==> src/rtl/mux_pipe_pkg.sv <==
// Shared definitions for the registered N-input operand selector:
// occupancy state encoding, level width and the select clamp rule.
package mux_pipe_pkg;

  localparam int LEVEL_W = 2;

  // Encoding doubles as the occupancy count driven on Level.
  typedef enum logic [1:0] {
    EMPTY = 2'd0,
    ONE   = 2'd1,
    FULL  = 2'd2
  } state_t;

  // Out-of-range codes map to the last input so legacy decode encodings keep their meaning.
  function automatic int sel_clamp(input int op, input int num_in);
    return (op < num_in) ? op : num_in - 1;
  endfunction

endpackage

==> src/rtl/mux_nin_comb.sv <==
// Purely combinational N-input selector over a flattened input bus,
// clamping out-of-range select codes to the last input.
module mux_nin_comb
  import mux_pipe_pkg::*;
#(
  parameter int WIDTH  = 16,
  parameter int NUM_IN = 3,
  localparam int SEL_W = $clog2(NUM_IN)
) (
  input  logic [NUM_IN*WIDTH-1:0] din,
  input  logic [SEL_W-1:0]        sel,
  output logic [WIDTH-1:0]        dout
);

  always_comb begin
    int idx;
    idx  = sel_clamp(int'(sel), NUM_IN);
    dout = din[(NUM_IN-1)*WIDTH +: WIDTH];
    for (int k = 0; k < NUM_IN; k++) begin
      if (idx == k) dout = din[k*WIDTH +: WIDTH];
    end
  end

endmodule

==> src/rtl/mux_nin_pipe.sv <==
// Registered operand selector with valid/ready handshake and a two-entry
// skid buffer (main drives Output, skid absorbs one beat of backpressure).
module mux_nin_pipe
  import mux_pipe_pkg::*;
#(
  parameter int WIDTH  = 16,
  parameter int NUM_IN = 3,
  localparam int SEL_W = $clog2(NUM_IN)
) (
  input  logic                    CLK,
  input  logic                    Reset_n,
  input  logic [NUM_IN*WIDTH-1:0] In,
  input  logic [SEL_W-1:0]        Op,
  input  logic                    InValid,
  output logic                    InReady,
  output logic [WIDTH-1:0]        Output,
  output logic                    OutValid,
  input  logic                    OutReady,
  output logic [LEVEL_W-1:0]      Level
);

  state_t           state;
  state_t           stateNext;
  logic [WIDTH-1:0] selData;
  logic [WIDTH-1:0] mainData;
  logic [WIDTH-1:0] skidData;
  logic             accept;
  logic             pop;
  logic             loadMainSel;
  logic             loadMainSkid;
  logic             loadSkid;

  mux_nin_comb #(
    .WIDTH  (WIDTH),
    .NUM_IN (NUM_IN)
  ) u_sel (
    .din  (In),
    .sel  (Op),
    .dout (selData)
  );

  assign accept = InValid && InReady;
  assign pop    = OutValid && OutReady;

  always_comb begin
    stateNext    = state;
    loadMainSel  = 1'b0;
    loadMainSkid = 1'b0;
    loadSkid     = 1'b0;
    case (state)
      EMPTY: begin
        if (accept) begin
          stateNext   = ONE;
          loadMainSel = 1'b1;
        end
      end
      ONE: begin
        if (accept && pop) begin
          loadMainSel = 1'b1;
        end else if (accept) begin
          stateNext = FULL;
          loadSkid  = 1'b1;
        end else if (pop) begin
          stateNext = EMPTY;
        end
      end
      FULL: begin
        if (pop) begin
          stateNext    = ONE;
          loadMainSkid = 1'b1;
        end
      end
      default: stateNext = EMPTY;
    endcase
  end

  // InReady is registered from the next state so it never depends on OutReady combinationally.
  always_ff @(posedge CLK or negedge Reset_n) begin
    if (!Reset_n) begin
      state   <= EMPTY;
      InReady <= 1'b0;
    end else begin
      state   <= stateNext;
      InReady <= (stateNext != FULL);
    end
  end

  always_ff @(posedge CLK or negedge Reset_n) begin
    if (!Reset_n) begin
      mainData <= '0;
      skidData <= '0;
    end else begin
      if (loadMainSel)       mainData <= selData;
      else if (loadMainSkid) mainData <= skidData;
      if (loadSkid)          skidData <= selData;
    end
  end

  assign Output   = mainData;
  assign OutValid = (state != EMPTY);
  assign Level    = state;

endmodule

==> config.mk <==
export PLATFORM = sky130hd
export DESIGN_NAME = mux_nin_pipe
export DESIGN_NICKNAME = d
export VERILOG_FILES = /design/src/rtl/mux_pipe_pkg.sv /design/src/rtl/mux_nin_comb.sv /design/src/rtl/mux_nin_pipe.sv
export SDC_FILE = /design/constraint.sdc
export NUM_CORES = 1
export LEC_CHECK = 0
export ABC_AREA = 0
export ABC_CLOCK_PERIOD_IN_PS = 1900
export CORE_MARGIN = 5
export CORE_UTILIZATION = 44
export DETAILED_ROUTE_END_ITERATION = 8
export PLACE_DENSITY_LB_ADDON = 0.2
export SETUP_SLACK_MARGIN = 0.5
export SLEW_MARGIN = 10
export SYNTH_ARGS = -nofsm -noshare
export SYNTH_HDL_FRONTEND = slang
export SYNTH_SLANG_ARGS = --single-unit
==> constraint.sdc <==
create_clock -name CLK -period 1.9 [get_ports CLK]
set_input_delay 0.38 -clock CLK [delete_from_list [all_inputs] [get_ports CLK]]
set_output_delay 0.38 -clock CLK [all_outputs]
set_load 0.01 [all_outputs]
---- Yosys cells after proc, flatten, opt, wreduce, memory -nomap -nowiden ----
Index checks and enable logic that the tools add are counted.
word-level totals
  output and inout bits ................... 20
  logic and storage cells ................. 36
  memories kept ........................... 0
  bits of input ports ..................... 54
  bits in read-only memories .............. 0
  flip-flop bits (word level) ............. 35
  bits in latches ......................... 0
  RAM bits ................................ 0
cells by class
  multiply operators ...................... 0
  shift operators ......................... 0
  bitwise operators ....................... 0
  add/sub/neg operators ................... 0
  eq/ne operators ......................... 5
  divide/modulo/power cells ............... 0
  reduce and logical (&&, ||, !) cells .... 7
  muxes and demuxes ....................... 19
  magnitude comparators ................... 1
operators by type and width
  operator                                                           count
  16-bit two-way mux                                                 5
  32-bit by 2-bit == test with 1-bit output (second input constant)  1
  32-bit by 3-bit == test with 1-bit output (second input constant)  1
  32-bit zero test                                                   1
  2-bit two-way mux                                                  6
  1-bit two-way mux                                                  6
  2-bit case mux with 3 select lines                                 1
  2-bit nonzero test                                                 2
  1-bit logical AND                                                  3
  2-bit by 1-bit == test with 1-bit output (second input constant)   1
  2-bit == test (second input constant)                              1
  2-bit zero test                                                    1
  2-bit < comparator (second input constant)                         1
  2-bit != test (second input constant)                              1
  1-bit case mux with 2 select lines                                 1

---- Depth between registers and ports, before layout ----
Gate-level depths: netlist of run 1.
  depth after elaboration ................. 7
  depth in mapped cells ................... 6
  mapped depth without buffers ............ 3

---- Hierarchy ----
From an unflattened synthesis of run 1, not the netlist that was laid out.
unflattened totals
  cells, all modules ...................... 157
  area, all modules ....................... 1825.5 µm²
by module, submodules not included
  module        instances  sequential area each (µm²)  cells each  area an instance (µm²)
  mux_nin_pipe  1          875.8                       104         1481.4
  mux_nin_comb  1          0.0                         53          344.1

---- Worst setup path before layout of run 1 ----
OpenSTA, ideal clock, no wires.
  path type ............................... input to register
  start ................................... input port Op[0]
  end ..................................... register mainData[10] (netlist: Output[10])
  setup slack ............................. 436 ps
  setup time .............................. 129 ps
  data arrival time ....................... 1335 ps
  buffers on the path ..................... 2
  required time ........................... 1771 ps
  stages .................................. 5
  cells stage by stage .................... buf_2 buf_2 mux2_2 mux2i_1 mux2i_1
between the ends
  cells in the longest elaborated chain, start to end .. 7
  elaborated cells on any way between the ends .. 9
  classes of those cells .................. 1 x order compare; 2 x eq/ne; 5 x mux; 1 x reduce/logical
RTL lines
  item                             RTL line            text
  start: declaration               mux_nin_pipe.sv:13  input logic [SEL_W-1:0] Op,
  2-bit < comparator               mux_pipe_pkg.sv:16  return (op < num_in) ? op : num_in - 1;
  2-bit two-way mux (*)            mux_pipe_pkg.sv:16
  32-bit zero test                 mux_nin_comb.sv:20  if (idx == k) dout = din[k*WIDTH +: WIDTH];
  16-bit two-way mux (2 in a row)  mux_nin_comb.sv:20
  16-bit two-way mux (*)           mux_nin_comb.sv:20
  16-bit two-way mux (*)           mux_nin_pipe.sv:93  if (loadMainSel) mainData <= selData;
  end signal: assignment           mux_nin_pipe.sv:93
  end signal: assignment           mux_nin_pipe.sv:94  else if (loadMainSkid) mainData <= skidData;
  end: declaration                 mux_nin_pipe.sv:25  logic [WIDTH-1:0] mainData;
Every way passes the cells marked *; elsewhere a longest branch is shown, timed or not.
A chain may end at the register's enable or synchronous reset.

---- Worst setup path after layout of run 1 ----
  start ................................... register state[0] (netlist: Level[0])
  end ..................................... register mainData[13] (netlist: Output[13])
between the ends
  cells in the longest elaborated chain, start to end .. 6
  elaborated cells on any way between the ends .. 12
  classes of those cells .................. 2 x eq/ne; 5 x mux; 5 x reduce/logical
RTL lines
  item                                                             RTL line             text
  start: declaration                                               mux_nin_pipe.sv:22   state_t state;
  start signal: assignment                                         mux_nin_pipe.sv:83   state <= stateNext;
  2-bit nonzero test                                               mux_nin_pipe.sv:100  assign OutValid = (state != EMPTY);
  1-bit logical AND                                                mux_nin_pipe.sv:43   assign pop = OutValid && OutReady;
  1-bit logical AND                                                mux_nin_pipe.sv:58   if (accept && pop) begin
  1-bit two-way mux                                                mux_nin_pipe.sv:58
  1-bit case mux with 2 select lines                               mux_nin_pipe.sv:50   case (state)
  16-bit two-way mux / 2-bit nonzero test (equally long branches)  -
Parallel ways exist; a longest one is shown, timed or not.

==> metrics.sh, run 1 <==
BUFFER_PORTS.INSERTED=73
LAYOUT-DRIVE-GT1-SHARE_PCT=24.3
CTS_MAX_PATH_BUFFERS=2
MAXCAPVIOLCOUNT=0
WORSTHOLDPATHTYPE='in2async'
MAX_FREQ_GHz=0.653
AREA_DELTA_SYNTH_FINAL_PCT=52.3
VIA_COUNT_OF_THE_FIRST_GLOBAL_ROUTING_PASS=1721
SYNTH.YOSYS.SEQ_AREA_SHARE_PCT=44.7
FP.DIEAREA_UM2=5890
TIMING.FINAL.SETUP_VIOLATIONS=0
SYNTH_LARGEST_TYPE_AREA_FRACTION_PCT=44.7
MEAN_SYN_CELL_AREA_UM2=12.6
WORSTSETUPENDPOINTTYPE='register'
FLOORPLAN.INITIALDENSITY_PCT=45.3
RSZ0062_AT_GRT='true'
ROUTE.DETAILED.WL_PER_INST_UM=17.1
SYN_INST=155
TNS_PS=0
FINAL_NET_COUNT=300
CLOCK_SINK_COUNT=35
GRT_ANTENNA_BEFORE_REPAIR=0
SYNTHMOSTINSTANTIATEDCELL='sky130_fd_sc_hd__mux2i_1'
CTS_HOLD_BUF=0
PATH_MAX_FANOUT=4
SYNTHARSTFLOPSHARE_PCT=100
CHIPHEIGHT_UM=76.8
POWER_LEAKAGE_nW=1.46
DOMINANTREGCELLSYNTH='sky130_fd_sc_hd__dfrtp_1'
ARRIVAL_PS=1710
ANTENNA_DIODE_COUNT=0
TIMING_WORST_SETUP_PATH_TYPE='reg2reg'
IO_PINS=74
FINALHOLDVIOLATIONS=0
ROUTE.DETAILED.DRC=0
HTREE_NUM_LEVELS=2
POST-ROUTE-CELL-AREA_UM2=2990
SHORTEST_PERIOD_THE_WORST_PATH_ALLOWS_PS=1530
SYNTH_TOP_CELLS_BY_COUNT='59 x sky130_fd_sc_hd__mux2i_1, 35 x sky130_fd_sc_hd__dfrtp_1, 18 x sky130_fd_sc_hd__mux2_2'
IR_DROP_mV=0.452
WORST_RELATIVE_SLEW_SLACK_PCT=47.6
POSTSYNTHREGISTERBITS=35
SYNTH_NETS=209
DRT-TOTAL-WL_UM=5110
RESULT_OF_THE_RUN='finished, final reports clean'
GRT.TOTAL_USAGE_PCT=17.8
FIRST_ITER_VIOLATIONS=54
KIND_OF_START_POINT_OF_THE_CRITICAL_PATH='register'
FIN_TOTAL_PWR_mW=3.35
YS_WARN_COUNT=0
PLACEMENT_ROWS=24
YOSYS.CELL_TYPES.COUNT=21
MAPPEDNETLISTAREA_UM2=1960
DIE_W_UM=76.8
TIMING.REG2REG.WORST_PATH_DEPTH=4
REGTOREGSETUPSLACK_PS=370
YOSYS.AREA.TOP_TYPE='sky130_fd_sc_hd__dfrtp_1'
GP_ROUTABILITY_CONGESTION=0.777
FIRSTDRTPASSITERS=4
WORST_R2R_STARTPOINT='Level[0]$_DFF_PN0_'
GRT_MAX_DEGREE=36
CRIT-REG2REG-CAPTURE='Output[13]$_DFFE_PN0P_'
HOLD-WORST-SLACK_PS=167
NUM_VIAS=1502
SYNTH_EDF_COUNT=0
DRV_SLEW=0
CTS.ROOT.BUFFER_CELL='sky130_fd_sc_hd__clkbuf_8'
UTILIZATION_PCT=69.0
TIGHTEST_SLEW_PS=786
CTS_INSERTED_BUFFERS=5
YS_TOP_CELLS_BY_AREA='sky130_fd_sc_hd__dfrtp_1 45%, sky130_fd_sc_hd__mux2i_1 30%, sky130_fd_sc_hd__mux2_2 10%'
TIMING.CRITICAL_PATH.SLOWEST_CELL_DELAY_PS=440
CRITPATHREQUIREDTIME_PS=2080
CRIT_PATH_TOP_DELAY_CELL='sky130_fd_sc_hd__dfrtp_2'
GRT-OVFL-TOTAL=0
TIMING.CLOCK.SKEW_PS=4.66
P_PER_AREA_nW_PER_UM2=1120
PATH_CLK_SLEW_PS=70
PLACEABLECOREAREA_UM2=4320
PATH_CELLS='buf_6, nand3b_1, mux2_4, mux2_2'
DP_HPWL_UM=3670
DRTANTENNAVIOLNETS=0
CLK_LATENCY_PS=290
GRT_FIRST_PASS_WIRELENGTH_UM=8290
AVGVIACOUNTPERCELL=5.02
PERIOD_SHARE_PCT=80.6
CTS_TREE='done'
PLACEMENT.CELL_AREA_UM2=2800
sequential cells by signal, summed over array words and instances, names as in the netlist:
name,cells
Output,16
Level,2
skidData,16
InReady,1
stage by stage:
step | setup slack (ps) | cells
floorplan | 468 | 155
global placement | 62.6 | 284
detailed placement | -6.86 | 284
CTS | 292 | 297
global route | 327 | 299
finish | 369 | 299
critical path, delay by kind of cell, from the launching register on:
kind                   cells  cell delay (ps)
buffers and inverters      1              130
multiplexers               2              610
flip-flops                 1              440
AND/OR/NAND/NOR            1              250
power by group:
part           internal, mW  switching [mW]
Sequential             1.11           0.215
Clock                 0.331           0.264
Combinational         0.819           0.611
Total                  2.26            1.09
worst max path at each step:
stage | start | endpoint | cells past startpoint
floorplan | Level[1]$_DFF_PN0_ | Output[13]$_DFFE_PN0P_ | 5
global placement | OutReady | Output[14]$_DFFE_PN0P_ | 4
detailed placement | Op[0] | skidData[4]$_DFFE_PN0P_ | 5
CTS | Level[0]$_DFF_PN0_ | OutValid | 2
global route | Level[0]$_DFF_PN0_ | Output[10]$_DFFE_PN0P_ | 6
finish | Level[0]$_DFF_PN0_ | Output[13]$_DFFE_PN0P_ | 4
cell usage in the layout (no fill, tap or decap), types with 2 or more instances in the layout:
master,netlist,routed
sky130_fd_sc_hd__clkbuf_8,0,7
sky130_fd_sc_hd__dlygate4sd2_1,0,19
sky130_fd_sc_hd__nand2_1,4,3
sky130_fd_sc_hd__buf_2,4,2
sky130_fd_sc_hd__mux2_2,18,16
sky130_fd_sc_hd__dfrtp_1,35,34
sky130_fd_sc_hd__o21ai_0,2,2
sky130_fd_sc_hd__mux2i_2,0,2
sky130_fd_sc_hd__mux2_4,2,4
sky130_fd_sc_hd__inv_1,15,15
sky130_fd_sc_hd__clkdlybuf4s50_1,0,49
sky130_fd_sc_hd__buf_4,1,10
sky130_fd_sc_hd__buf_6,4,9
sky130_fd_sc_hd__mux2i_1,59,57
metal layers:
layer	vias up	part of all wire [%]	track usage, %
met5	-	0	0
li1	720	-	-
met3	8	7.8	7.26
met2	59	51	31.2
met4	0	1.8	5.94
met1	715	39	19.1
area by class of cell:
cell class                 count  area, um^2
fill                         313        1340
multi-input combinational     95         965
timing repair buffer          94         922
sequential                    35         877
clock buffer                   8         100
tap                           52        65.1
inverter                      15        56.3
repair_timing:
item / in CTS / in global routing
pin swaps: 2 / 0
cloned: 1 / 0
endpoints found under the setup margin: 52 / 36
setup buffers: 4 / 2
gates resized for setup: 36 / 8
cell families (layout without fill, tap and decap cells):
family / after synthesis / count (layout) / synth area share (%)
multiplexers: 79 / 79 / 42.0
AND/OR/NAND/NOR: 11 / 11 / 4.15
buffers and inverters: 25 / 117 / 7.59
AO/OA/AOI/OAI: 5 / 5 / 1.60
flip-flops: 35 / 35 / 44.7
No activity file was read; power rests on OpenSTA's default activity.
==> run 2: changes to the inputs <==
--- a/config.mk
+++ b/config.mk
@@ -6,7 +6,7 @@
 export NUM_CORES = 1
 export LEC_CHECK = 0
 export ABC_AREA = 0
-export ABC_CLOCK_PERIOD_IN_PS = 1900
+export ABC_CLOCK_PERIOD_IN_PS = 1500
 export CORE_MARGIN = 5
 export CORE_UTILIZATION = 44
 export DETAILED_ROUTE_END_ITERATION = 8
==> constraint.sdc (replaced) <==
create_clock -name CLK -period 1.5 [get_ports CLK]
set_input_delay 0.3 -clock CLK [delete_from_list [all_inputs] [get_ports CLK]]
set_output_delay 0.3 -clock CLK [all_outputs]
set_load 0.01 [all_outputs]
==> run 2 against run 1 <==
  * The flow now finishes with violations (negative hold slack, negative setup slack)
  * Power is 38% higher
  * Setup slack worse by 390 ps
  * Utilization is 3.3 points higher
  * Critical path type unchanged
  * Critical endpoint unchanged
==> metrics.sh, run 2 (synthesis gave the netlist of run 1 again) <==
RESULT_OF_THE_RUN='finished with violations'
VIOLATED_CHECKS='negative hold slack, negative setup slack'
ROUTE.DETAILED.DRC=0
CTS_INSERTED_BUFFERS=5
WORSTSETUPENDPOINTTYPE='register'
DRV_SLEW=0
BUFFER_PORTS.INSERTED=73
DRTANTENNAVIOLNETS=0
CRITPATHCAPTURE='Output[13]$_DFFE_PN0P_'
SHORTEST_PERIOD_THE_WORST_PATH_ALLOWS_PS=1520
PATH_MAX_FANOUT=5
PERIOD_SHARE_PCT=101
CTS_MAX_PATH_BUFFERS=2
CLOCK_SINK_COUNT=35
FINISH.CELL_COUNT_WITHOUT_FILLERS=312
TIMING_WORST_SETUP_PATH_TYPE='reg2reg'
IO_PINS=74
KIND_OF_START_POINT_OF_THE_CRITICAL_PATH='register'
GRT_FIRST_PASS_WIRELENGTH_UM=8910
GRT.TOTAL_USAGE_PCT=19.0
LAYOUT.AREA.SEQ_UM2=876
FIRSTDRTPASSITERS=3
CRITPATHREQUIREDTIME_PS=1670
NET_SW_SHARE_PCT=32.2
CLOCK_POWER_SHARE_PCT=16.1
FINALHOLDVIOLATIONS=19
NUM-FILL-CELLS=295
CRIT-REG2REG-CAPTURE='Output[13]$_DFFE_PN0P_'
P_SWITCHING_mW=1.49
MAXCAPVIOLCOUNT=0
POWER.SEQUENTIAL.FRACTION_PCT=36.6
DP_HPWL_UM=3920
ROUTEDLENGTHMET1_UM=2200
PLACEMENT_ROWS=24
MET3WIRELENGTH_UM=348
MET2_WIRELENGTH_UM=2840
POST-PLACE-CELLS=285
VIA_COUNT_OF_THE_FIRST_GLOBAL_ROUTING_PASS=1792
DIE_W_UM=76.8
GRT-OVFL-TOTAL=0
DRT-TOTAL-WL_UM=5520
AVGVIACOUNTPERCELL=5.13
FIN_TOTAL_PWR_mW=4.62
TOP_SIGNAL_LAYER_USED='met4'
CP-STARTPOINT='Level[0]$_DFF_PN0_'
FP.DIEAREA_UM2=5890
AREA_DELTA_SYNTH_FINAL_PCT=59.5
GP_ROUTABILITY_CONGESTION=0.747
WORST_RELATIVE_SLEW_SLACK_PCT=71.1
CLK_LATENCY_PS=280
IR_DROP_mV=0.756
FINAL_NET_COUNT=313
POWER_LEAKAGE_nW=1.53
ANTENNA_DIODE_COUNT=0
POWER.SHARE.COMBINATIONAL_PCT=47.3
WORSTHOLDPATHTYPE='in2async'
MULTI_INPUT_COMB_AREA_UM2=976
ROUTE.DETAILED.WL_PER_INST_UM=17.7
NUM_VIAS=1599
TIGHTEST_SLEW_PS=433
LAYOUT_COMMON_CELLS='56 x sky130_fd_sc_hd__mux2i_1, 49 x sky130_fd_sc_hd__clkdlybuf4s50_1, 35 x sky130_fd_sc_hd__dfrtp_1'
TNS_PS=-87.5
WORST_R2R_STARTPOINT='Level[0]$_DFF_PN0_'
INTPOWER_mW=3.13
TIMING.FINAL.SETUP_VIOLATIONS=9
HOLD-WORST-SLACK_PS=-52.3
HTREE_NUM_LEVELS=2
MAX_FREQ_GHz=0.659
CTS.ROOT.BUFFER_CELL='sky130_fd_sc_hd__clkbuf_8'
FINAL_WS_SETUP_PS=-18.4
GRT_MAX_DEGREE=21
LAYOUT-DRIVE-GT1-SHARE_PCT=34.6
CTS_TREE='done'
CHIPHEIGHT_UM=76.8
P_PER_AREA_nW_PER_UM2=1480
FLOORPLAN.INITIALDENSITY_PCT=45.3
REGTOREGSETUPSLACK_PS=-20
PATH_CLK_SLEW_PS=70
GRT_ANTENNA_BEFORE_REPAIR=0
PLACEABLECOREAREA_UM2=4320
LAYOUT_COMMONEST_CELL='sky130_fd_sc_hd__mux2i_1'
ARRIVAL_PS=1690
FIRST_ITER_VIOLATIONS=71
TIMING.CLOCK.SKEW_PS=2.34
TIMING.REG2REG.WORST_PATH_DEPTH=5
RSZ0062_AT_GRT='true'
run 2: changes by cell type in the layout (fill, tap and decap cells not counted), moves of 2 or more:
cell	previous run	this run
sky130_fd_sc_hd__buf_12	1	3
sky130_fd_sc_hd__buf_2	2	13
sky130_fd_sc_hd__buf_6	9	20
sky130_fd_sc_hd__buf_4	10	17
sky130_fd_sc_hd__dlygate4sd2_1	19	3
run 2: worst min path at each step:
stage | startpoint | endpoint | slack (ps) | cells after the start
2_1_floorplan | Reset_n | InReady$_DFF_PN0_ | 4 | 0
5_1_grt | Reset_n | InReady$_DFF_PN0_ | -30 | 1
3_3_place_gp | Reset_n | Level[1]$_DFF_PN0_ | 260 | 1
3_5_place_dp | Reset_n | Level[0]$_DFF_PN0_ | 270 | 1
4_1_cts | Reset_n | Level[1]$_DFF_PN0_ | -30 | 1
6_report | Reset_n | InReady$_DFF_PN0_ | -50 | 1
run 2: what timing repair did:
item	4_1_cts	5_1_grt
hold endpoints to repair	19	19
setup endpoints to repair	55	55
gates cloned	2	0
pin swaps	3	1
resized for setup	99	11
setup buffers	11	6
run 2: through the flow:
stage,util [%],hold slack [ps],instance area [um^2],worst slack (ps)
2_1_floorplan,-,4.41,1970,68.4
3_3_place_gp,65.4,257,2830,-302
3_5_place_dp,65.4,272,2830,-372
4_1_cts,70.0,-33.2,3030,2.20
5_1_grt,72.3,-25.6,3130,-117
6_report,72.3,-52.3,3130,-18.4
run 2: power by group through the flow:
stage,sequential (mW),clock [mW],combinational (mW)
after CTS,1.67,0.759,1.94
after detailed placement,1.70,0,1.92
after global routing,1.76,0.802,2.37
final,1.69,0.744,2.19
after floorplan,1.75,0,0.878
after global placement,1.66,0,1.84
run 2: worst max-delay path, cell delays in order, from the launching register on:
cell and delay (ps):
sky130_fd_sc_hd__dfrtp_1 400, sky130_fd_sc_hd__buf_6 120, sky130_fd_sc_hd__nor2b_4 130, sky130_fd_sc_hd__buf_6 120, sky130_fd_sc_hd__nor3_4 250, sky130_fd_sc_hd__mux2_2 380
run 2: cell type report:
cell class	instances	area share, %
Sequential cell	35	28.0
Tap cell	52	2.08
Inverter	15	1.80
Timing Repair Buffer	107	33.7
Clock buffer	8	3.20
Multi-Input combinational cell	95	31.2
run 2: layer usage:
| layer | global-route usage [%] | vias up |
|---|---|---|
| met5 | 0 | - |
| met1 | 21.9 | 770 |
| met2 | 33.4 | 65 |
| met4 | 6.12 | 0 |
| li1 | - | 751 |
| met3 | 5.62 | 13 |
